File: src/rtl/debug_scan_reader.sv
// Host-side scanner for the SNN debug port: steps through every debug
// selection code, pulses the config write, waits for the value to settle,
// samples it and streams it out as one byte per code on a valid/ready link.
module debug_scan_reader #(
   parameter int NUM_POT = 24,
   parameter int SETTLE  = 1
) (
   input  logic       clk,
   input  logic       rst_n,
   input  logic       start,
   input  logic       continuous,
   output logic [7:0] cfg_out,
   output logic       cfg_en,
   input  logic [7:0] dbg_in,
   output logic [7:0] byte_data,
   output logic       byte_valid,
   input  logic       byte_ready,
   output logic       frame_first,
   output logic       busy,
   output logic       done
);

   localparam int NBYTES = NUM_POT + 3;
   localparam int KW     = $clog2(NBYTES);

   localparam logic [KW-1:0] K_ZERO = KW'(0);
   localparam logic [KW-1:0] K_ONE  = KW'(1);
   localparam logic [KW-1:0] K_L1   = KW'(NUM_POT);
   localparam logic [KW-1:0] K_L2   = KW'(NUM_POT + 1);
   localparam logic [KW-1:0] K_LAST = KW'(NBYTES - 1);
   localparam logic [3:0]    SETTLE_C = 4'(SETTLE);

   typedef enum logic [2:0] {
      S_IDLE,
      S_LOAD,
      S_WAIT,
      S_SEND,
      S_FIN
   } state_t;

   state_t        state_q;
   logic [KW-1:0] k_q;
   logic [3:0]    cnt_q;
   logic [7:0]    cfg_out_q;
   logic          cfg_en_q;
   logic [7:0]    byte_data_q;
   logic          byte_valid_q;
   logic          busy_q;
   logic          done_q;

   logic [KW-1:0] k_d;
   logic [7:0]    code_next_d;
   logic [7:0]    code_first_d;

   // Selection code for frame index k: potentials first, then the three
   // layer spike vectors at their fixed debug addresses.
   function automatic logic [7:0] code_of(input logic [KW-1:0] k);
      logic [7:0] c;
      if (k < K_L1) begin
         c = 8'(k);
      end else if (k == K_L1) begin
         c = 8'h1E;
      end else if (k == K_L2) begin
         c = 8'h1F;
      end else begin
         c = 8'h20;
      end
      return c;
   endfunction

   // Next frame index and the codes driven on entry to LOAD.
   always_comb begin
      k_d          = k_q + K_ONE;
      code_next_d  = code_of(k_d);
      code_first_d = code_of(K_ZERO);
   end

   // Scan FSM; every output is registered so cfg_en is high exactly in LOAD.
   always_ff @(posedge clk or negedge rst_n) begin
      if (!rst_n) begin
         state_q      <= S_IDLE;
         k_q          <= K_ZERO;
         cnt_q        <= 4'd0;
         cfg_out_q    <= 8'h00;
         cfg_en_q     <= 1'b0;
         byte_data_q  <= 8'h00;
         byte_valid_q <= 1'b0;
         busy_q       <= 1'b0;
         done_q       <= 1'b0;
      end else begin
         cfg_en_q <= 1'b0;
         done_q   <= 1'b0;
         case (state_q)
            S_IDLE: begin
               if (start) begin
                  k_q       <= K_ZERO;
                  cfg_out_q <= code_first_d;
                  cfg_en_q  <= 1'b1;
                  busy_q    <= 1'b1;
                  state_q   <= S_LOAD;
               end
            end
            S_LOAD: begin
               cnt_q   <= SETTLE_C;
               state_q <= S_WAIT;
            end
            S_WAIT: begin
               // Sample on the last settle cycle; <= guards a zero count.
               if (cnt_q <= 4'd1) begin
                  byte_data_q  <= dbg_in;
                  byte_valid_q <= 1'b1;
                  state_q      <= S_SEND;
               end else begin
                  cnt_q <= cnt_q - 4'd1;
               end
            end
            S_SEND: begin
               // byte_data_q is untouched here, so it is stable while valid.
               if (byte_ready) begin
                  byte_valid_q <= 1'b0;
                  if (k_q != K_LAST) begin
                     k_q       <= k_d;
                     cfg_out_q <= code_next_d;
                     cfg_en_q  <= 1'b1;
                     state_q   <= S_LOAD;
                  end else begin
                     done_q  <= 1'b1;
                     state_q <= S_FIN;
                  end
               end
            end
            S_FIN: begin
               if (continuous) begin
                  k_q       <= K_ZERO;
                  cfg_out_q <= code_first_d;
                  cfg_en_q  <= 1'b1;
                  state_q   <= S_LOAD;
               end else begin
                  busy_q  <= 1'b0;
                  state_q <= S_IDLE;
               end
            end
            default: begin
               busy_q  <= 1'b0;
               state_q <= S_IDLE;
            end
         endcase
      end
   end

   assign cfg_out     = cfg_out_q;
   assign cfg_en      = cfg_en_q;
   assign byte_data   = byte_data_q;
   assign byte_valid  = byte_valid_q;
   assign frame_first = byte_valid_q && (k_q == K_ZERO);
   assign busy        = busy_q;
   assign done        = done_q;

endmodule

File: config.mk
export PLATFORM = sky130hd
export DESIGN_NAME = debug_scan_reader
export DESIGN_NICKNAME = d
export VERILOG_FILES = /design/src/rtl/debug_scan_reader.sv
export SDC_FILE = /design/constraint.sdc
export NUM_CORES = 1
export LEC_CHECK = 0
export ABC_AREA = 1
export ABC_CLOCK_PERIOD_IN_PS = 2600
export CAP_MARGIN = 25
export CORE_MARGIN = 1
export CORE_UTILIZATION = 56
export CTS_BUF_LIST = sky130_fd_sc_hd__clkbuf_8
export DETAILED_ROUTE_END_ITERATION = 10
export GPL_ROUTABILITY_DRIVEN = 0
export PLACE_DENSITY = 0.87
export SYNTH_ARGS = -nofsm -noshare
export SYNTH_HDL_FRONTEND = slang
export SYNTH_SLANG_ARGS = --single-unit
File: constraint.sdc
create_clock -name clk -period 2.6 [get_ports clk]
set_clock_uncertainty 0.1 [all_clocks]
set_input_delay 0.52 -clock clk [delete_from_list [all_inputs] [get_ports clk]]
set_output_delay 0.52 -clock clk [all_outputs]
set_load 0.005 [all_outputs]
==> results of run 1 <==
-- cells by family after synthesis --
family	after synthesis	share of synthesized area, %
AOI/OAI and AO/OA	13	5.80
xor gates and xnor gates	1	0.548
adders and majority gates	6	4.70
buffers and inverters	30	9.48
DFF	30	47.0
other	1	0.235
and+or+nand+nor	108	32.3
-- cells in the final DEF (no fill, tap or decap), types with 2 or more instances in the layout --
cell type	Yosys	final
ha_1	6	6
dfrtp_1	30	29
clkbuf_8	0	5
nand2_1	56	56
nand4_1	4	4
nand3_1	29	29
o21ai_1	2	2
nor3_1	3	3
inv_2	4	4
nor2_1	8	8
nand2_2	2	2
conb_1	1	2
inv_1	21	23
clkdlybuf4s50_1	0	30
o21ai_2	5	5
a21oi_1	2	2
-- timing repair --
action / in CTS / in global routing
endpoints found under the setup margin: 0 / 1
hold buffers: 0 / 0
resized for setup: 0 / 2
-- power by group through the flow --
stage / logic [mW] / clock network (mW) / registers (mW)
floorplan: 0.696 / 0 / 0.756
global placement: 1.03 / 0 / 0.752
detailed placement: 1.06 / 0 / 0.761
CTS: 1.07 / 0.341 / 0.753
global route: 1.20 / 0.365 / 0.781
finish: 1.05 / 0.331 / 0.758
-- registers in the layout, summed over array words and instances, names as in the netlist --
| name | count |
|---|---|
| byte_data | 8 |
| cfg_out | 6 |
| k_q | 5 |
| cnt_q | 4 |
| state_q | 3 |
| busy | 1 |
| byte_valid | 1 |
| cfg_en | 1 |
| done | 1 |
-- final timing paths --
path / start / end / slack [ps] / cells after the start
hold reg to reg: byte_data[3]$_DFFE_PN0P_ / byte_data[3]$_DFFE_PN0P_ / 370 / 2
max in group asynchronous: rst_n / k_q[0]$_DFFE_PN0P_ / 1580 / 2
hold / removal: byte_data[3]$_DFFE_PN0P_ / byte_data[3]$_DFFE_PN0P_ / 370 / 2
min in group asynchronous: rst_n / state_q[0]$_DFFE_PN0P_ / 530 / 2
setup reg to reg: k_q[0]$_DFFE_PN0P_ / cfg_out[1]$_DFFE_PN0P_ / 910 / 7
setup / recovery: k_q[0]$_DFFE_PN0P_ / frame_first / 510 / 5
-- worst reg2reg max path: cells and delay by family (launching register included) --
family / cells / cell delay, ps
fa+ha+maj: 1 / 210
buf+inv: 2 / 250
flops: 1 / 460
simple gates: 4 / 560
-- metal layers --
metal  vias up  wire [um]  part of all wire [%]
met5         -          0                     0
met4         0         50                   1.6
met3         6        153                   4.8
met2        30       1630                    51
met1       636       1380                    43
li1        671          -                     -
-- through the flow --
stage	instances	power, mW
global placement	248	1.78
CTS	255	2.17
detailed placement	248	1.82
global route	255	2.35
finish	255	2.14
floorplan	190	1.45
-- cell type report --
cell class                 count  area, um^2  area share [%]
sequential                    30         752            38.0
multi-input combinational    130         699            35.3
timing repair buffer          32         320            16.2
inverter                      25        93.8            4.74
clock buffer                   5        68.8            3.47
tap                           31        38.8            1.96
clock inverter                 2        7.51           0.379
==> impl_metrics.env, run 1 <==
export IMPL_seqPwrFrac_pct=35.4
export IMPL_yosysTopAreaCellShare_pct=47.0
export IMPL_area_delta_synth_final_pct=24.0
export IMPL_grt_pass1_vias=1263
export IMPL_synth_seq_cells=30
export IMPL_ctsLongestPathBuffers=2
export IMPL_grt_start_max_net_pins=31
export IMPL_p_leak_nw=1.02
export IMPL_setup_slack_ps=509
export IMPL_drt_total_wl_um=3210
export IMPL_synth_warnings=0
export IMPL_drive_above_1_share_pct=10.7
export IMPL_core_area_um2=2730
export IMPL_cts_sink_count=30
export IMPL_p_per_area_nw_per_um2=1080
export IMPL_postRouteAntennaNets=0
export IMPL_internal_power_mw=1.27
export IMPL_dp_slack_ps=416
export IMPL_p_sw_share_pct=40.4
export IMPL_avgViaCountPerCell=5.27
export IMPL_critical_path_max_fanout=8
export IMPL_arrival_ps=1470
export IMPL_finalHoldViolations=0
export IMPL_finalCritPeriodShare_pct=80.4
export IMPL_start_kind="flop"
export IMPL_syn_inst=189
export IMPL_io_pins=34
export IMPL_async_flop_share_pct=100
export IMPL_cp_end_kind="primary output"
export IMPL_antenna_found_initial=0
export IMPL_critPathBufInv=2
export IMPL_die_area_um2=3070
export IMPL_place_area_um2=1900
export IMPL_ys_flop_type="dfrtp_1"
export IMPL_critPathRequiredTime_ps=1980
export IMPL_critical_path_slowest_cell="dfrtp_2"
export IMPL_period_needed_ps=2090
export IMPL_grt_use_met3_pct=8.20
export IMPL_yosys_cell_count_top_type="nand2_1"
export IMPL_drv_cap=0
export IMPL_cts_made_buffers=5
export IMPL_design_area_um2=1980
export IMPL_ys_types=28
export IMPL_drt_iter0_markers=58
export IMPL_crit_path_cell_trace="inv_1 -> ha_1 -> nand3_1 -> nor3_1 -> dlymetal6s2s_1"
export IMPL_dp_hpwl_um=2250
export IMPL_met2_usage_pct=39.1
export IMPL_crit_family="flip-flops"
export IMPL_fmax_mhz=478
export IMPL_chipWidth_um=55.4
export IMPL_start_util_pct=58.4
export IMPL_setup_violations_final=0
export IMPL_synth_avg_cell_area_um2=8.45
export IMPL_synthTopCellsByCount="nand2_1 (56), dfrtp_1 (30), nand3_1 (29), inv_1 (21), nor2_1 (8)"
export IMPL_fin_util_pct=72.4
export IMPL_routedWlPerCell_um=12.6
export IMPL_nNetsFinal=243
export IMPL_totalNegativeSetupSlack_ps=0
export IMPL_whs_ps=370
export IMPL_top_usage_layer="met2"
export IMPL_slew_violations=0
export IMPL_post_cts_buffers=0
export IMPL_drc=0
export IMPL_diodes=0
export IMPL_p_switching_mw=0.865
export IMPL_ir_worst_vdd_mv=0.726
export IMPL_rows=19
export IMPL_cts_max_level=2
export IMPL_path_class="reg2out"
export IMPL_grt_use_met1_pct=26.8
export IMPL_clock_latency_ps=280
export IMPL_clockPowerShare_pct=15.5
export IMPL_grt_pass1_wl_um=5520
export IMPL_synth_area_leaders="dfrtp_1 (47%), nand2_1 (13%), nand3_1 (9.1%)"
export IMPL_combinationalPowerShare_pct=49.1
export IMPL_hold_class="reg2reg"
export IMPL_io_buffer_count=31
export IMPL_gr_usage_all_layers_pct=23.3
export IMPL_rsz0062_at_grt="false"
export IMPL_gr_total_overflow=0
export IMPL_ctsRootBufferMaster="clkbuf_8"
export IMPL_status="completed"
export IMPL_nFillCells=210
export IMPL_synth_edff_count=0
export IMPL_num_vias=1343
export IMPL_synth_seq_area_share_pct=47.0
export IMPL_clk_pin_slew_ps=60
export IMPL_synth_top_cell_by_area="dfrtp_1"
export IMPL_die_h_um=55.4
export IMPL_drt_pass1_iterations=4
export IMPL_syn_cell_area_um2=1600
export IMPL_cts_tree="yes"
export IMPL_slowest_delay_ps=460
(Power assumes the default switching activity.)
==> run 2, diff against run 1 <==
--- a/config.mk
+++ b/config.mk
@@ -6,14 +6,14 @@
 export NUM_CORES = 1
 export LEC_CHECK = 0
 export ABC_AREA = 1
-export ABC_CLOCK_PERIOD_IN_PS = 2600
+export ABC_CLOCK_PERIOD_IN_PS = 2120
 export CAP_MARGIN = 25
 export CORE_MARGIN = 1
-export CORE_UTILIZATION = 56
+export CORE_UTILIZATION = 52
 export CTS_BUF_LIST = sky130_fd_sc_hd__clkbuf_8
 export DETAILED_ROUTE_END_ITERATION = 10
 export GPL_ROUTABILITY_DRIVEN = 0
-export PLACE_DENSITY = 0.87
+export PLACE_DENSITY = 0.81
 export SYNTH_ARGS = -nofsm -noshare
 export SYNTH_HDL_FRONTEND = slang
 export SYNTH_SLANG_ARGS = --single-unit
==> constraint.sdc (replaced) <==
create_clock -name clk -period 2.12 [get_ports clk]
set_clock_uncertainty 0.1 [all_clocks]
set_input_delay 0.424 -clock clk [delete_from_list [all_inputs] [get_ports clk]]
set_output_delay 0.424 -clock clk [all_outputs]
set_load 0.005 [all_outputs]
==> run 2 against run 1 <==
Against the previous run:
- the flow now finishes with violations (design-rule violations)
- via count decreased by 1.4%
- sequential power grew 20%
- combinational power increased by 29%
- non-clock buffer count rose by 3
- routed wire length rose by 1.5%
- sequential cell count unchanged
- worst setup slack got worse by 340 ps
- clock power up 42%
- clock-buffer cell count up 1
- die area grew 7.4%
- total power is 27% higher
- register-to-register slack lost 390 ps
==> impl_metrics.env, run 2 (same netlist as run 1, synthesis figures left out) <==
export IMPL_place_area_um2=1920
export IMPL_status="complete, but fails checks"
export IMPL_reg2reg_from="cnt_q[0]$_DFFE_PN0P_"
export IMPL_drc=4
export IMPL_cts_made_buffers=5
export IMPL_start_kind="flop"
export IMPL_post_cts_buffers=0
export IMPL_cts_sink_count=30
export IMPL_diodes=0
export IMPL_drive_above_1_share_pct=12.7
export IMPL_reg2reg_slack_ps=520
export IMPL_final_common_cell="nand2_1"
export IMPL_io_buffer_count=31
export IMPL_finalCritPeriodShare_pct=92.0
export IMPL_gr_usage_all_layers_pct=23.3
export IMPL_nNetsFinal=246
export IMPL_grt_pass1_wl_um=5770
export IMPL_p_per_area_nw_per_um2=1350
export IMPL_cp_end_kind="primary output"
export IMPL_cts_max_level=2
export IMPL_design_area_um2=2020
export IMPL_period_needed_ps=1950
export IMPL_die_area_um2=3300
export IMPL_fmax_mhz=513
export IMPL_p_leak_nw=1.04
export IMPL_place_inst=251
export IMPL_drt_total_wl_um=3260
export IMPL_p_total_mw=2.72
export IMPL_die_h_um=57.4
export IMPL_arrival_ps=1430
export IMPL_gr_total_overflow=0
export IMPL_stdcell_count=259
export IMPL_ctsRootBufferMaster="clkbuf_8"
export IMPL_postRouteAntennaNets=0
export IMPL_slew_violations=0
export IMPL_post_cts_resized=2
export IMPL_mostFrequentLayoutCells="nand2_1 (56), dfrtp_1 (30), clkdlybuf4s50_1 (30)"
export IMPL_hold_class="reg2reg"
export IMPL_path_class="reg2out"
export IMPL_dp_hpwl_um=2500
export IMPL_clock_latency_ps=280
export IMPL_r2r_end="cnt_q[2]$_DFFE_PN0P_"
export IMPL_io_pins=34
export IMPL_antenna_found_initial=0
export IMPL_grt_start_max_net_pins=31
export IMPL_crit_end="frame_first"
export IMPL_drt_iter0_markers=65
export IMPL_grt_pass1_vias=1320
export IMPL_chipWidth_um=57.4
export IMPL_avgViaCountPerCell=5.11
export IMPL_largest_register_ffs=8
export IMPL_totalNegativeSetupSlack_ps=0
export IMPL_drt_pass1_iterations=7
export IMPL_area_delta_synth_final_pct=26.2
export IMPL_drv_cap=0
export IMPL_critical_path_max_fanout=3
export IMPL_routedWlPerCell_um=12.6
export IMPL_ir_worst_vdd_mv=0.671
export IMPL_rsz0062_at_grt="false"
export IMPL_ctsHoldBuffers=0
export IMPL_critPathRequiredTime_ps=1600
export IMPL_crit_start="k_q[0]$_DFFE_PN0P_"
export IMPL_clk_pin_slew_ps=70
export IMPL_ctsLongestPathBuffers=2
export IMPL_start_util_pct=56.5
export IMPL_rr_worst_depth=8
export IMPL_setup_violations_final=0
export IMPL_num_vias=1324
export IMPL_violations="design-rule violations"
export IMPL_whs_ps=374
export IMPL_cts_tree="yes"
export IMPL_core_area_um2=2830
export IMPL_rows=19
export IMPL_finalHoldViolations=0
[run 2: worst max-delay path, stage by stage, from the launching register on]
cell           delay, ps
dfrtp_1              380
inv_1                 80
ha_2                 200
nand3_1               80
nor3_1               150
dlygate4sd2_1        260
[run 2: stage by stage]
step	utilization, %	setup slack (ps)
floorplan	-	625
global placement	68.0	198
detailed placement	68.0	165
CTS	71.3	154
global route	71.3	28.6
finish	71.3	170
[run 2: where the power goes]
group          leakage (nW)  switching (mW)  total (mW)  internal (mW)
clock network        0.0524           0.213       0.470          0.257
registers             0.388           0.126       0.906          0.780
logic                 0.596           0.753        1.35          0.594
total                  1.04            1.09        2.72           1.63
[run 2: area by class of cell]
| cell class | count | area (um^2) |
|---|---|---|
| flip-flops and latches | 30 | 751 |
| repair buffers | 35 | 339 |
| multi-input cells | 130 | 702 |
| fillers | 232 | 813 |
| clock inverters | 2 | 8.76 |
| well taps | 31 | 38.8 |
| clock buffers | 6 | 82.6 |
| inverters | 25 | 93.8 |
[run 2: worst min path at each step]
stage                                   startpoint                        to  slack, ps  cells after the start
after floorplan                              rst_n          busy$_DFFE_PN0P_         30                      0
after global placement    byte_data[0]$_DFFE_PN0P_  byte_data[0]$_DFFE_PN0P_        350                      2
after detailed placement  byte_data[6]$_DFFE_PN0P_  byte_data[6]$_DFFE_PN0P_        360                      2
after CTS                 byte_data[6]$_DFFE_PN0P_  byte_data[6]$_DFFE_PN0P_        370                      2
after global routing      byte_data[2]$_DFFE_PN0P_  byte_data[2]$_DFFE_PN0P_        410                      2
final                     byte_data[6]$_DFFE_PN0P_  byte_data[6]$_DFFE_PN0P_        370                      2
[run 2: metal layers]
metal	vias up	global-route usage [%]	part of all wire, %
met3	9	5.67	5.4
li1	679	-	-
met5	-	0	0
met2	32	40.7	54
met1	604	26.2	39
met4	0	12.2	2.1
==> run 3, diff against run 2 <==
--- a/config.mk
+++ b/config.mk
@@ -17,3 +17,4 @@
 export SYNTH_ARGS = -nofsm -noshare
 export SYNTH_HDL_FRONTEND = slang
 export SYNTH_SLANG_ARGS = --single-unit
+export TNS_END_PERCENT = 30
==> results of run 3 <==
The final DEF is identical to that of run 2; final timing and power are the same.
